`src/rtl/code_scan_pkg.sv`:
```
// rtl/code_scan_pkg.sv - shared types and constants for the code scan sequencer
package code_scan_pkg;

  localparam int CODE_W            = 4;
  localparam int TIMER_W           = 8;
  localparam int DEFAULT_NUM_CODES = 9;
  localparam int DEFAULT_TIMEOUT   = 255;

  typedef enum logic [1:0] {
    IDLE   = 2'd0,
    ISSUE  = 2'd1,
    WAIT   = 2'd2,
    FINISH = 2'd3
  } scan_state_t;

endpackage

```
`src/rtl/wait_timer.sv`:
```
// rtl/wait_timer.sv - 8-bit clear/enable counter flagging the last allowed wait cycle
module wait_timer
  import code_scan_pkg::*;
#(
  parameter int LIMIT = DEFAULT_TIMEOUT
) (
  input  logic clk,
  input  logic reset,
  input  logic clear,
  input  logic en,
  output logic tc
);

  localparam logic [TIMER_W-1:0] LAST = TIMER_W'(LIMIT - 1);

  logic [TIMER_W-1:0] count;

  always_ff @(posedge clk) begin
    if (reset || clear) begin
      count <= '0;
    end else if (en) begin
      count <= count + 1'b1;
    end
  end

  // Decoded from the register only, so tc never depends on a live input.
  assign tc = (count == LAST);

endmodule

```
`src/rtl/code_scan_sequencer.sv`:
```
// rtl/code_scan_sequencer.sv - walks register codes through the mux and handshakes each one
module code_scan_sequencer
  import code_scan_pkg::*;
#(
  parameter int NUM_CODES = DEFAULT_NUM_CODES,
  parameter int TIMEOUT   = DEFAULT_TIMEOUT
) (
  input  logic              clk,
  input  logic              reset,
  input  logic              start,
  input  logic              ack,
  output logic [CODE_W-1:0] code1,
  output logic              select,
  output logic              req,
  output logic              busy,
  output logic              done,
  output logic              err
);

  localparam logic [CODE_W-1:0] LAST_CODE = CODE_W'(NUM_CODES - 1);

  scan_state_t state;
  logic        timer_tc;

  wait_timer #(
    .LIMIT(TIMEOUT)
  ) u_wait_timer (
    .clk  (clk),
    .reset(reset),
    .clear(state == ISSUE),
    .en   (state == WAIT),
    .tc   (timer_tc)
  );

  always_ff @(posedge clk) begin
    if (reset) begin
      state  <= IDLE;
      code1  <= '0;
      select <= 1'b0;
      req    <= 1'b0;
      busy   <= 1'b0;
      done   <= 1'b0;
      err    <= 1'b0;
    end else begin
      case (state)
        IDLE: begin
          code1 <= '0;
          done  <= 1'b0;
          if (start) begin
            state  <= ISSUE;
            err    <= 1'b0;
            select <= 1'b1;
            req    <= 1'b1;
            busy   <= 1'b1;
          end else begin
            select <= 1'b0;
            req    <= 1'b0;
            busy   <= 1'b0;
          end
        end

        ISSUE: begin
          state  <= WAIT;
          req    <= 1'b0;
          select <= 1'b1;
          busy   <= 1'b1;
        end

        WAIT: begin
          // ack takes priority over a timeout landing on the same cycle.
          if (ack) begin
            if (code1 == LAST_CODE) begin
              state  <= FINISH;
              select <= 1'b0;
              done   <= 1'b1;
            end else begin
              state <= ISSUE;
              code1 <= code1 + 1'b1;
              req   <= 1'b1;
            end
          end else if (timer_tc) begin
            state  <= FINISH;
            select <= 1'b0;
            done   <= 1'b1;
            err    <= 1'b1;
          end
        end

        FINISH: begin
          state <= IDLE;
          code1 <= '0;
          done  <= 1'b0;
          busy  <= 1'b0;
        end

        default: begin
          state  <= IDLE;
          code1  <= '0;
          select <= 1'b0;
          req    <= 1'b0;
          busy   <= 1'b0;
          done   <= 1'b0;
        end
      endcase
    end
  end

endmodule

```
`config.mk`:
```
export PLATFORM = sky130hd
export DESIGN_NAME = code_scan_sequencer
export DESIGN_NICKNAME = d
export VERILOG_FILES = /design/src/rtl/code_scan_pkg.sv /design/src/rtl/wait_timer.sv /design/src/rtl/code_scan_sequencer.sv
export SDC_FILE = /design/constraint.sdc
export NUM_CORES = 1
export LEC_CHECK = 0
export CORE_MARGIN = 10
export CORE_UTILIZATION = 37
export CTS_CLUSTER_SIZE = 20
export DETAILED_ROUTE_END_ITERATION = 6
export SLEW_MARGIN = 20
export SYNTH_ARGS = -nofsm -noshare
export SYNTH_HDL_FRONTEND = slang
export SYNTH_SLANG_ARGS = --single-unit
```
`constraint.sdc`:
```
create_clock -name clk -period 2.02 [get_ports clk]
set_clock_uncertainty 0.15 [all_clocks]
set_input_delay 0.202 -clock clk [delete_from_list [all_inputs] [get_ports clk]]
set_output_delay 0.202 -clock clk [all_outputs]
set_load 0.01 [all_outputs]
```
; ---- Word-level counts from Yosys, hierarchy flattened
; Index checks and enable logic that the tools add are counted.
[word_totals]
in_bits = 4
regBits = 19
output_inout_bits = 9
[classes]
n_reduce_logical = 13
mux = 24
eq_ne = 12
n_addsub = 2
[op_table]
columns = operator, n
row1 = $reduce_and 3->1, 4
row2 = $mux 1, 11
row3 = $ne 2x2->1 const B, 5
row4 = $pmux 1 s3, 3
row5 = $add 8x1->8 const B, 1
row6 = $eq 8x8->1 const B, 1
row7 = $mux 2, 4
row8 = $mux 4, 2
row9 = $pmux 2 s4, 1
row10 = $pmux 4 s2, 1
row11 = $ne 3x3->1 const B, 2
row12 = $reduce_bool 3->1, 2
row13 = $add 4x1->4 const B, 1
row14 = $eq 2x2->1 const B, 2
row15 = $eq 4x4->1 const B, 1
row16 = $pmux 1 s2, 2
row17 = $reduce_and 4->1, 1
row18 = $reduce_bool 2->1, 2
row19 = $eq 2x1->1 const B, 1
row20 = $logic_not 2->1, 1
row21 = $reduce_and 2->1, 1
row22 = $reduce_or 2->1, 1
row23 = $logic_or 1x1->1, 1

; ---- Logic depth before layout (Yosys ltp)
; Gate-level depths: netlist of run 1.
[logic_depth]
depth_word = 4
mapped_depth = 7
depth_no_buf = 6

; ---- Cells and area by module
; A second synthesis of run 1 with hierarchy kept.
[hier_totals]
cells_unflattened = 125
hier_area_um2 = 1104.8
[by_module_without_submodules]
columns = mod, n_inst, cells_each, area_each_um2
row1 = code_scan_sequencer, 1, 83, 735.7
row2 = wait_timer, 1, 42, 369.1

; ---- Worst setup path before layout of run 1
; No wires, ideal clock.
[synth_timing]
path_type = register to register
start = reg state[0]
end = reg code1[3]
path_stages_with_launch = 6
setup_time_ns = 0.074
path_slack_ns = 0.221
period_less_slack_ns = 1.799
arrival_time_ns = 1.575
n_path_buf = 1
path_cell_list = dfxtp_1 > inv_1 > ha_1 > clkbuf_1 > or4b_1 > a31oi_1
[synth_between]
elab_chain_cells = 4
[synth_lines]
columns = element, line_no
row1 = start: declaration, code_scan_sequencer.sv:22  ; scan_state_t state;
row2 = start signal: assignment, code_scan_sequencer.sv:37  ; state <= IDLE;
row3 = start signal: assignment, code_scan_sequencer.sv:50  ; state <= ISSUE;
row4 = start signal: assignment, code_scan_sequencer.sv:63  ; state <= WAIT;
row5 = $eq 2x2->1 or $logic_not 2->1 (tied branches), code_scan_sequencer.sv:45  ; case (state)
row6 = $reduce_or 2->1 (no source line), --
row7 = $reduce_bool 2->1 (no source line), --
row8 = $reduce_and 3->1 (no source line), --
row9 = end signal: assignment, code_scan_sequencer.sv:78  ; code1 <= code1 + 1'b1;
row10 = end: declaration, code_scan_sequencer.sv:12  ; output logic [CODE_W-1:0] code1,
; Parallel ways exist; a longest one is shown, timed or not.
; A chain may end at the register's enable or synchronous reset.

; ---- Worst setup path after layout of run 1
[layout_timing]
start = reg state[1]
end = reg code1[3]
; Same word-level chain as after synthesis.

==> key figures, run 1 <==
Synth
  • Syn_area_per_cell: 8.77 um2
  • Sequential share of the synthesized area: 37.1%
  • Largest area contributor in the netlist: dfxtp_1
  • Post-Synthesis Cells: 117
  • Netlist cell types: 33
  • Syn Nets: 130
  • Synth top area cells: dfxtp_1 (37%), ha_1 (11%), a21oi_1 (5.4%)
  • Mapped cell area: 0.00103 mm2
  • Top post-synthesis cells by count: dfxtp_1 (19), nor2_1 (12), a21oi_1 (11), inv_1 (10), nand2_1 (10)
  • Synth Flop Type: dfxtp_1
  • Synth Register Bits: 19
  • Async SR Flop Fraction: 0%
  • Most common cell in the netlist: dfxtp_1
  • Number of synthesis warnings: 0
  • Synth top area share: 37.1%
  • EDFF count, synth: 0

Floorplan
  • Core area: 0.00271 mm2
  • # rows: 19
  • Ports: 13
  • Die height: 72.7 um
  • Die area: 0.00528 mm2
  • Die Width: 72.7 um
  • Initial core utilization: 37.9%

Route
  • Starting DRT DRC Count: 64
  • DRT Pass-1 Iters: 4
  • Post-route ant nets: 0
  • Drt drc: 0
  • Vias: 852
  • Vias per cell: 5.23
  • DR WL/cell: 12.8 um
  • Routed wire length: 2080 um

Clock tree
  • CTS max path bufs: 2
  • CTS buffer count: 3
  • TritonCTS clock tree: yes
  • CTS sink count: 19
  • Clock Latency Late Sink: 310 ps
  • Htree depth: 1
  • Postcts setup bufs: 0
  • Clock root buffer: clkbuf_4
  • Clock transition at the registers of the reported paths: 120 ps

Critical path
  • Critical path, cell by cell: inv_1 -> ha_1 -> inv_1 -> a31oi_4 -> or4b_1 -> a31oi_1
  • Critical Path AT: 1960 ps
  • Crit-path max FO: 7
  • CP Launch Type: flop
  • Setup CP Type: flop to flop
  • Worst Path Required: 2110 ps
  • Slowest CP cell: or4b_1
  • Peak per-stage delay on the critical path: 510 ps
  • Crit-path leading delay family: simple AND/OR/NAND/NOR gates
  • Critical path capture point type: flop
  • Most used cell along the critical path: inv_1
  • CP bufs+invs: 2

Final layout
  • Multi-input gate area: 596 um2
  • Share of cells above drive strength 1: 9.09%
  • Post-Layout Cell Count: 163
  • # fillers: 284
  • Register area: 383 um2
  • Final nets: 146
  • Ant diodes: 0
  • Fin util: 44.9%
  • Area Growth Syn to Fin: 18.7%
  • Cell area after layout: 0.00122 mm2

Global routing
  • First-pass GRT wire length: 3530 um
  • GRT Total Usage: 7.89%
  • Largest net degree at the start of global routing: 12
  • Initial antenna violation count: 0
  • Vias in the first global route: 826
  • Remaining global-route overflow: 0

Place
  • Pre-CTS WS: 110 ps
  • Port buffer count: 12
  • Post-DP HPWL: 1600 um
  • Placed cell area: 0.00119 mm2
  • Gpl congestion: 0.797
  • Placed Cells: 159

STA
  • Hold Vio Cnt, Final: 0
  • Final Slew Violations: 0
  • Final hold slack: 340 ps
  • Worst-Margin Slew: 323 ps
  • Fmax: 533 MHz
  • Crit share post-route: 92.8%
  • Slew headroom: 78.4%
  • PnR worst setup slack: 145 ps
  • # setup viols final: 0
  • RSZ-0062 raised after global routing: false
  • Min Tclk post-route: 1880 ps
  • Setup_tns: 0 ps

Pwr
  • Leakage: 0.440 nW
  • Pwr Density: 829 mW/mm2
  • Tot Pwr: 1.01 mW
  • Peak VDD IR: 0.425 mV

Worst hold path
  • Hold crit path type: flop to flop

Outcome
  • Outcome: finished, final reports clean

Flow run
  • Max Cap Violations: 0
==> worst register-to-register path: stages, from the launching register on <==
cell	delay, ps
dfxtp_2	400
inv_1	80
ha_1	210
inv_1	150
a31oi_4	140
or4b_1	510
a31oi_1	160
==> registers in the layout, summed over array words and instances (netlist names) <==
register	flops
busy	1
code1	4
done	1
err	1
req	1
select	1
state	2
u_wait_timer.count	8
==> final timing paths <==
kind         startpoint  endpoint  slack, ps  depth (start not counted)
max            state[1]  code1[3]        140                          6
min reg2reg         req       req        340                          2
min                 req       req        340                          2
max reg2reg    state[1]  code1[3]        140                          6
==> cell type report <==
cell class | instances | share of cell area [%]
Multi-Input combinational cell | 85 | 48.9
Sequential cell | 19 | 31.4
Timing Repair Buffer | 14 | 11.1
Tap cell | 31 | 3.19
Inverter | 10 | 3.08
Clock buffer | 3 | 1.85
Clock inverter | 1 | 0.411
==> metal layers <==
metal | up-vias | share of wire, % | global-route usage, %
li1 | 444 | - | -
met2 | 17 | 46 | 12.6
met4 | 0 | 0 | 2.53
met5 | - | 0 | 0
met3 | 0 | 6.5 | 2.86
met1 | 391 | 48 | 9.55
==> layout by cell type (no fill, tap or decap), drive strengths merged, types with 3 or more instances in the layout <==
master         count
a21oi             11
clkdlybuf4s50     12
nand3              3
ha                 9
nand2             10
o21ai              3
inv               10
xor2               3
nand4              3
clkbuf             3
nand4b             3
or3                3
nor2              12
nor3               3
dfxtp             19
==> what timing repair did <==
| action | CTS | global route |
|---|---|---|
| setup endpoints to repair | 0 | 1 |
| gates resized for setup | 0 | 2 |
| hold buffers | 0 | 0 |
==> power breakdown <==
part           internal (mW)  switching [mW]  total, mW
logic                  0.164           0.185      0.349
registers              0.419          0.0370      0.456
clock network         0.0740           0.131      0.205
total                  0.657           0.353       1.01
==> cell families after synthesis <==
kind of cell,count (synthesis),share of synthesized area (%)
compound gates,25,17.0
fa+ha+maj,9,11.0
flops,19,37.1
buf+inv,13,4.88
simple gates,43,22.8
xor+xnor,5,4.27
mux,3,3.05
(Power assumes the default switching activity.)
==> run 2: changes to the inputs <==
==> constraint.sdc (replaced) <==
create_clock -name clk -period 2.1 [get_ports clk]
set_clock_uncertainty 0.15 [all_clocks]
set_input_delay 0.21 -clock clk [delete_from_list [all_inputs] [get_ports clk]]
set_output_delay 0.21 -clock clk [all_outputs]
set_load 0.01 [all_outputs]
==> run 2 against run 1 <==
Fmax shrank 1.2%. Worst hold slack worse by 10 ps. Die area unchanged. Global-route usage grew 0.44 points. Clock power shrank 11%. Design area shrank 0.21%. Sequential power down 4.4%. Critical endpoint unchanged.
==> key figures, run 2 (synthesis gave the netlist of run 1 again) <==
Final layout
  • # fillers: 274
  • Final nets: 146
  • Ant diodes: 0
  • Largest register by flop count: u_wait_timer.count
  • Register area: 380 um2
  • Post-Layout Cell Count: 163
  • Top flop regs: u_wait_timer.count: 8 flops, code1: 4 flops, state: 2 flops
  • Multi-input gate area: 596 um2
  • Most frequent cells in the layout: dfxtp_1 (19), nor2_1 (12), clkdlybuf4s50_1 (12), a21oi_1 (11)
  • Leading cell type in the layout, fill and taps excluded: dfxtp_1
  • Largest register FFs: 8
  • Area Growth Syn to Fin: 18.4%
  • Share of cells above drive strength 1: 7.58%

Critical path
  • Worst Path Required: 2190 ps
  • Crit-path max FO: 7
  • CP Launch Type: flop
  • Critical Path AT: 1990 ps
  • Setup CP Type: flop to flop
  • Critical path capture point type: flop

Global routing
  • Vias in the first global route: 791
  • Remaining global-route overflow: 0
  • GRT Total Usage: 8.33%
  • Largest net degree at the start of global routing: 12
  • First-pass GRT wire length: 3610 um
  • Initial antenna violation count: 0

Floorplan
  • # rows: 19
  • Core area: 0.00271 mm2
  • Ports: 13
  • Die Width: 72.7 um
  • Die height: 72.7 um
  • Die area: 0.00528 mm2
  • Initial core utilization: 37.9%

Clock tree
  • Postcts setup bufs: 0
  • Resized Gates After CTS: 0
  • TritonCTS clock tree: yes
  • CTS max path bufs: 2
  • Clock root buffer: clkbuf_4
  • Clock Latency Late Sink: 300 ps
  • Clock transition at the registers of the reported paths: 110 ps
  • CTS buffer count: 3
  • Hold-fix buffers at CTS: 0
  • Htree depth: 1
  • CTS sink count: 19

Pwr
  • Leakage: 0.439 nW
  • Clk pwr share: 19.0%
  • P_sw: 325 uW
  • Peak VDD IR: 0.519 mV
  • Combinational group share of total power: 35.3%
  • Flop pwr share: 45.6%
  • P_int: 630 uW
  • Pwr Density: 786 mW/mm2
  • Sw Ratio: 34.0%

STA
  • Crit share post-route: 90.4%
  • Slew headroom: 77.0%
  • Worst-Margin Slew: 344 ps
  • Setup_tns: 0 ps
  • # setup viols final: 0
  • Fmax: 527 MHz
  • Hold Vio Cnt, Final: 0
  • Min Tclk post-route: 1900 ps
  • RSZ-0062 raised after global routing: false
  • Final Slew Violations: 0

Place
  • Gpl congestion: 0.783
  • Port buffer count: 12
  • Post-DP HPWL: 1640 um
  • Placed Cells: 159

Route
  • DRT Pass-1 Iters: 4
  • Vias per cell: 4.99
  • Routed wire length: 2060 um
  • Starting DRT DRC Count: 34
  • Vias: 814
  • Post-route ant nets: 0
  • DR WL/cell: 12.7 um
  • Drt drc: 0

Worst hold path
  • Hold crit path type: flop to flop

Flow run
  • Max Cap Violations: 0

Outcome
  • Outcome: finished, final reports clean
run 2: cell counts in the layout (fill, tap and decap cells not counted):
Identical to the previous run, type by type.
run 2: critical path: stages (launching register included):
cell and delay, ps:
dfxtp_1 430, inv_1 90, ha_1 220, inv_1 150, a31oi_4 140, or4b_1 510, a31oi_1 160
run 2: layout make-up:
type	count	share of cell area [%]
multi-input combinational	85	49.0
sequential	19	31.3
timing repair buffer	14	11.1
tap	31	3.19
inverter	10	3.09
clock buffer	3	1.85
clock inverter	1	0.412
run 2: power by group through the flow:
stage,registers (mW),logic [mW],clock network (mW)
after floorplan,0.451,0.217,0
after global placement,0.441,0.338,0
after detailed placement,0.445,0.339,0
after CTS,0.436,0.342,0.193
after global routing,0.441,0.389,0.207
final,0.436,0.338,0.182
run 2: worst paths after layout:
check                              start        to  slack (ps)  cells after the start
worst max-delay path            state[1]  code1[3]         200                      6
worst min-delay path                 req       req         330                      2
worst max register to register  state[1]  code1[3]         200                      6
worst min register to register       req       req         330                      2
run 2: per-stage QoR:
step	hold WS (ps)	instance area (um2)	setup slack, ps	utilization, %	power, mW
2_1_floorplan	298	1030	301	-	0.668
3_3_place_gp	312	1190	230	43.8	0.779
3_5_place_dp	319	1190	188	43.8	0.784
4_1_cts	329	1210	198	44.8	0.971
5_1_grt	388	1210	97.8	44.8	1.04
6_report	330	1210	202	44.8	0.955
run 2: metal layers:
| layer | track usage (%) | wire (um) | share of wire, % | vias up |
|---|---|---|---|---|
| met5 | 0 | 0 | 0 | - |
| met4 | 2.53 | 21 | 1.0 | 0 |
| met3 | 4.35 | 130 | 6.3 | 5 |
| met2 | 12.2 | 874 | 42 | 9 |
| met1 | 10.2 | 1040 | 50 | 356 |
| li1 | - | - | - | 444 |
